<file path="src/rtl/vga_timing_gen.sv">
// vga_timing_gen: raster timing for 1280x1024@60 (108 MHz pixel clock).
// Free-running horizontal/vertical counters drive the coordinate outputs directly.
// Sync and active are decoded from the counters, then delayed PIPE_DLY clocks so
// they line up with the registered colour stage. frameStart and lineEnd are not
// delayed, because the sample-buffer logic uses them against the live coordinates.
//
// Phase decode. It is applied to hcnt in clocks and to vcnt in lines, and it needs
// no extra state registers:
//   state   | meaning
//   PH_ACT  | visible region, cnt < VISIBLE
//   PH_FP   | front porch
//   PH_SYNC | sync pulse asserted (level SYNC_POL)
//   PH_BP   | back porch; the counter wrap returns to PH_ACT
module vga_timing_gen #(
  parameter int H_VISIBLE = 1280,
  parameter int H_FP      = 48,
  parameter int H_SYNC    = 112,
  parameter int H_BP      = 248,
  parameter int V_VISIBLE = 1024,
  parameter int V_FP      = 1,
  parameter int V_SYNC    = 3,
  parameter int V_BP      = 38,
  parameter bit SYNC_POL  = 1'b1,
  parameter int PIPE_DLY  = 1
) (
  input  logic        CLK_VGA,
  input  logic        RESET,
  output logic [11:0] VGA_horzCoord,
  output logic [11:0] VGA_vertCoord,
  output logic        VGA_HS,
  output logic        VGA_VS,
  output logic        VGA_active,
  output logic        VGA_frameStart,
  output logic        VGA_lineEnd
);

  localparam int H_TOTAL = H_VISIBLE + H_FP + H_SYNC + H_BP;
  localparam int V_TOTAL = V_VISIBLE + V_FP + V_SYNC + V_BP;

  // The phase boundaries are held at the full 12-bit counter width, so every
  // compare works on matching widths.
  localparam logic [11:0] H_LAST       = 12'(H_TOTAL - 1);
  localparam logic [11:0] V_LAST       = 12'(V_TOTAL - 1);
  localparam logic [11:0] H_FP_START   = 12'(H_VISIBLE);
  localparam logic [11:0] H_SYNC_START = 12'(H_VISIBLE + H_FP);
  localparam logic [11:0] H_BP_START   = 12'(H_VISIBLE + H_FP + H_SYNC);
  localparam logic [11:0] V_FP_START   = 12'(V_VISIBLE);
  localparam logic [11:0] V_SYNC_START = 12'(V_VISIBLE + V_FP);
  localparam logic [11:0] V_BP_START   = 12'(V_VISIBLE + V_FP + V_SYNC);

  typedef enum logic [1:0] {
    PH_ACT  = 2'd0,
    PH_FP   = 2'd1,
    PH_SYNC = 2'd2,
    PH_BP   = 2'd3
  } phase_t;

  logic [11:0] hcnt;
  logic [11:0] vcnt;
  phase_t      h_phase;
  phase_t      v_phase;
  logic        hs_raw;
  logic        vs_raw;
  logic        act_raw;

  function automatic phase_t decode_phase(
    input logic [11:0] cnt,
    input logic [11:0] fp_start,
    input logic [11:0] sync_start,
    input logic [11:0] bp_start
  );
    phase_t ph;
    if (cnt < fp_start)
      ph = PH_ACT;
    else if (cnt < sync_start)
      ph = PH_FP;
    else if (cnt < bp_start)
      ph = PH_SYNC;
    else
      ph = PH_BP;
    return ph;
  endfunction

  // Raster counters. The line counter advances only on a horizontal wrap. Reset
  // drops any frame in progress and restarts the raster at (0,0).
  always_ff @(posedge CLK_VGA) begin
    if (RESET) begin
      hcnt <= '0;
      vcnt <= '0;
    end else if (hcnt == H_LAST) begin
      hcnt <= '0;
      if (vcnt == V_LAST)
        vcnt <= '0;
      else
        vcnt <= vcnt + 12'd1;
    end else begin
      hcnt <= hcnt + 12'd1;
    end
  end

  // Decode the horizontal and vertical phases from the live counters.
  always_comb begin
    h_phase = decode_phase(hcnt, H_FP_START, H_SYNC_START, H_BP_START);
    v_phase = decode_phase(vcnt, V_FP_START, V_SYNC_START, V_BP_START);
  end

  // Undelayed sync and active levels. vs_raw depends only on vcnt, so it spans whole lines.
  always_comb begin
    hs_raw  = (h_phase == PH_SYNC) ? SYNC_POL : ~SYNC_POL;
    vs_raw  = (v_phase == PH_SYNC) ? SYNC_POL : ~SYNC_POL;
    act_raw = (h_phase == PH_ACT) && (v_phase == PH_ACT);
  end

  assign VGA_horzCoord  = hcnt;
  assign VGA_vertCoord  = vcnt;
  assign VGA_lineEnd    = (hcnt == H_LAST);
  assign VGA_frameStart = ~RESET && (hcnt == 12'd0) && (vcnt == 12'd0);

  generate
    if (PIPE_DLY == 0) begin : g_no_pipe
      // With no delay, the outputs follow the raw decode of the current counters.
      always_comb begin
        VGA_HS     = hs_raw;
        VGA_VS     = vs_raw;
        VGA_active = act_raw;
      end
    end else begin : g_pipe
      logic [PIPE_DLY-1:0] hs_pipe;
      logic [PIPE_DLY-1:0] vs_pipe;
      logic [PIPE_DLY-1:0] act_pipe;

      // Delay line for sync and active. Every stage resets to the inactive level.
      always_ff @(posedge CLK_VGA) begin
        if (RESET) begin
          hs_pipe  <= {PIPE_DLY{~SYNC_POL}};
          vs_pipe  <= {PIPE_DLY{~SYNC_POL}};
          act_pipe <= '0;
        end else begin
          hs_pipe[0]  <= hs_raw;
          vs_pipe[0]  <= vs_raw;
          act_pipe[0] <= act_raw;
          for (int i = 1; i < PIPE_DLY; i++) begin
            hs_pipe[i]  <= hs_pipe[i-1];
            vs_pipe[i]  <= vs_pipe[i-1];
            act_pipe[i] <= act_pipe[i-1];
          end
        end
      end

      // The last stage of each delay line drives the port.
      always_comb begin
        VGA_HS     = hs_pipe[PIPE_DLY-1];
        VGA_VS     = vs_pipe[PIPE_DLY-1];
        VGA_active = act_pipe[PIPE_DLY-1];
      end
    end
  endgenerate

endmodule
</file>
<file path="config.mk">
export PLATFORM = sky130hd
export DESIGN_NAME = vga_timing_gen
export DESIGN_NICKNAME = d
export VERILOG_FILES = /design/src/rtl/vga_timing_gen.sv
export SDC_FILE = /design/constraint.sdc
export NUM_CORES = 1
export LEC_CHECK = 0
export BUFFER_PORTS_ARGS = -buffer_cell sky130_fd_sc_hd__buf_2
export CORE_MARGIN = 5
export CORE_UTILIZATION = 47
export DETAILED_ROUTE_END_ITERATION = 10
export PLACE_DENSITY = 0.74
export SLEW_MARGIN = 20
export SYNTH_ARGS = -nofsm -noshare
export SYNTH_HDL_FRONTEND = slang
export SYNTH_SLANG_ARGS = --single-unit
</file>
<file path="constraint.sdc">
create_clock -name CLK_VGA -period 1.71 [get_ports CLK_VGA]
set_input_delay 0.171 -clock CLK_VGA [delete_from_list [all_inputs] [get_ports CLK_VGA]]
set_output_delay 0.171 -clock CLK_VGA [all_outputs]
set_load 0.02 [all_outputs]
</file>
==> run_results.csv <==
group,metric,value,unit
outcome,status,"complete, but fails checks",
outcome,violations,"setup timing",
logic_synthesis,ys.flop_type,"dfxtp_1",
drt,drc,0,
logic_synthesis,yosys-top-cells-area,"dfxtp_1 (41%), xor2_1 (7.2%), nor2_1 (4.8%)",
timing,drv_slew,0,
grt,grt.total_usage,17.7,%
logic_synthesis,netlist.area_leader.share,40.6,%
timing,period_share,101,%
drt,via_per_inst,5.75,
logic_synthesis,seq_area_frac_synth,40.6,%
critical_path,critPathKind,"reg -> out",
drt,ant_nets,0,
floorplanning,die_h,63.2,µm
logic_synthesis,synthCells,152,
drt,num_vias,1329,
drt,wl_per_cell,14.9,µm
cells_and_area,num-nets-final,208,
cells_and_area,stdcell_area,1760,µm²
grt,antenna_found_initial,0,
cells_and_area,antennaDiodeCount,0,
clocking,clock_sinks,27,
cells_and_area,fin_util,64.5,%
critical_path,cp_slowest_cell,"dfxtp_1",
timing,tightest_slew,0.392,ns
critical_path,critical_path_buf_inv_count,1,
clocking,clock_latency,0.32,ns
grt,grt_overflow_total,0,
clocking,cts_hold_buf,0,
job,cap_violations,0,
critical_path,max_stage_delay,0.41,ns
power_and_ir_drop,total_leakage_power,0.764,nW
timing,max_freq,582,MHz
critical_path,path_cells,"nor4_2 -> nand3_1 -> nor2_1 -> buf_4",
clocking,cts_tree,"yes",
drt,drtIter0Drc,112,
critical_path,startpoint_type,"flop",
floorplanning,die_area,4000,µm²
placement,place_ws,0.0602,ns
cells_and_area,seq_area,557,µm²
placement,placedCellCount,218,
floorplanning,rows,19,
grt,grt_pass1_vias,1233,
clocking,cts.htree.levels,1,
timing,rsz0062_at_grt,"yes",
critical_path,endpoint_kind,"output port",
floorplanning,die_width,63.2,µm
logic_synthesis,ys_ff_latch,27,
logic_synthesis,avgSynthCellArea,8.76,µm²
logic_synthesis,async_flop_share,0,%
cells_and_area,fill_cells,231,
timing,finalClockSkew,0.00194,ns
logic_synthesis,syn_area,1330,µm²
logic_synthesis,synth_warnings,0,
min_path,min_path_type,"in -> reg",
logic_synthesis,synth_cell_types,32,
clocking,clk_pin_slew,0.14,ns
clocking,cts_inserted_buffers,3,
drt,highest-signal-layer,"met4",
timing,relSlewSlack,73.8,%
timing,finalSetupViolCount,2,
logic_synthesis,synth_enable_flop_cells,0,
floorplanning,initial_core_util,48.7,%
floorplanning,ioPinCount,31,
placement,place_area,1590,µm²
logic_synthesis,synth.largest_area_cell,"dfxtp_1",
drt,wl_met2,1680,µm
grt,grt_pass1_wl,5930,µm
clocking,cts_root_buf,"clkbuf_4",
power_and_ir_drop,total_power,1.00,mW
critical_path,path_max_fanout,6,
drt,dr.pass1.iters,4,
drt,wl_met1,1470,µm
min_path,worstHoldStart,"RESET",
power_and_ir_drop,worst_ir_drop_vdd,510,µV
logic_synthesis,syn_nets,159,
critical_path,rr_startpoint,"VGA_horzCoord[0]",
placement,portBuffers,30,
cells_and_area,multi_input_area,806,µm²
cells_and_area,syn_to_final_growth,32.4,%
placement,hpwl,2400,µm
timing,min_period,1.72,ns
placement,gp_congestion,0.888,
grt,grt_max_degree,15,
critical_path,required,1.54,ns
drt,wirelength,3450,µm
critical_path,startpoint,"VGA_vertCoord[2]",
power_and_ir_drop,power_density,569,nW/µm²
clocking,clock_path_buffers,2,
cells_and_area,final_layout_size_suffix_gt1_share,38.0,%
timing,hold_violations,0,
critical_path,cp.arrival,1.55,ns
drt,wl_met3,277,µm
critical_path,critical_path.top_delay_family,"simple AND/OR/NAND/NOR gates",
floorplanning,design.core.area,2730,µm²
cells_and_area,stdcell_count,231,
timing,setup_ws,-0.00894,ns
[cell usage in the layout (no fill, tap or decap), types with 2 or more instances in the layout]
cell type and count:
or4_1 3, inv_2 2, nor2_1 17, ha_4 3, nand3_1 11, o21ai_0 7
dfxtp_2 4, nand2_1 9, or3_1 5, a21oi_1 10, buf_4 19, buf_2 28
dfxtp_1 20, and3_1 4, ha_1 2, nor4_1 4, buf_6 2, xor2_1 11
dfxtp_4 3, nand4_1 8, clkbuf_4 3, o31ai_1 3, inv_4 3, and4_1 3
[worst paths after layout]
kind | slack [ns] | cells after the start | endpoint
worst min register to register | 0.56 | 3 | VGA_vertCoord[0]
worst min-delay path | 0.12 | 2 | VGA_vertCoord[0]
worst max-delay path | -0.009 | 4 | VGA_frameStart
worst max register to register | 0.06 | 7 | VGA_vertCoord[8]
[synthesized netlist by cell type (3+ instances only)]
cell / n
nand4_1: 8
or3_1: 5
and4_1: 3
ha_1: 5
dfxtp_1: 27
a21oi_1: 10
nor4_1: 5
or4_1: 3
o31ai_1: 3
o21ai_0: 7
inv_1: 6
nand3_1: 11
xor2_1: 11
nor2_1: 17
nand2_1: 9
and3_1: 4
[registers in the layout (all words and copies together) (netlist names)]
| register | count |
|---|---|
| VGA_active | 1 |
| VGA_VS | 1 |
| VGA_horzCoord | 12 |
| VGA_vertCoord | 12 |
| VGA_HS | 1 |
[where the power goes]
group	leakage [nW]	internal, mW	total (mW)	switching [mW]
logic	0.527	0.0372	0.0818	0.0446
clock network	0.0150	0.0912	0.276	0.185
registers	0.222	0.635	0.644	0.00935
[routing by layer]
| metal | global-route usage [%] | vias up |
|---|---|---|
| met5 | 0 | - |
| met4 | 5.71 | 0 |
| met3 | 3.37 | 2 |
| met2 | 28.7 | 61 |
| met1 | 23.4 | 619 |
| li1 | - | 647 |
[cell families after synthesis]
| logic type | synth area share, % |
|---|---|
| and+or+nand+nor | 33.3 |
| DFF | 40.6 |
| AOI/OAI and AO/OA | 9.68 |
| xor gates and xnor gates | 7.89 |
| buffers and inverters | 3.85 |
| adders and majority gates | 4.70 |
[through the flow]
| step | hold slack, ns | setup TNS, ns |
|---|---|---|
| detailed placement | 0.462 | 0 |
| CTS | 0.109 | -0.0179 |
| floorplan | 0.469 | 0 |
| global placement | 0.447 | 0 |
| finish | 0.120 | -0.0122 |
| global route | 0.116 | -0.380 |
[area by class of cell]
type	instances	share of cell area [%]
multi-input cells	114	45.7
well taps	31	2.20
clock buffers	4	1.49
repair buffers	49	17.3
inverters	6	1.70
flip-flops and latches	27	31.6
[worst reg2reg max path, delay by kind of cell, from the launching register on]
kind / cells / cell delay [ns]
flip-flops: 1 / 0.40
AND/OR/NAND/NOR: 2 / 0.35
AO/OA/AOI/OAI: 2 / 0.34
buffers and inverters: 2 / 0.29
adder cells (fa/ha/maj): 1 / 0.16
[timing repair]
action | CTS | global route
pin swaps | 3 | 3
resized for setup | 16 | 8
buffers inserted | 6 | 3
endpoints found under the setup margin | 2 | 11
(Power assumes the default switching activity.)
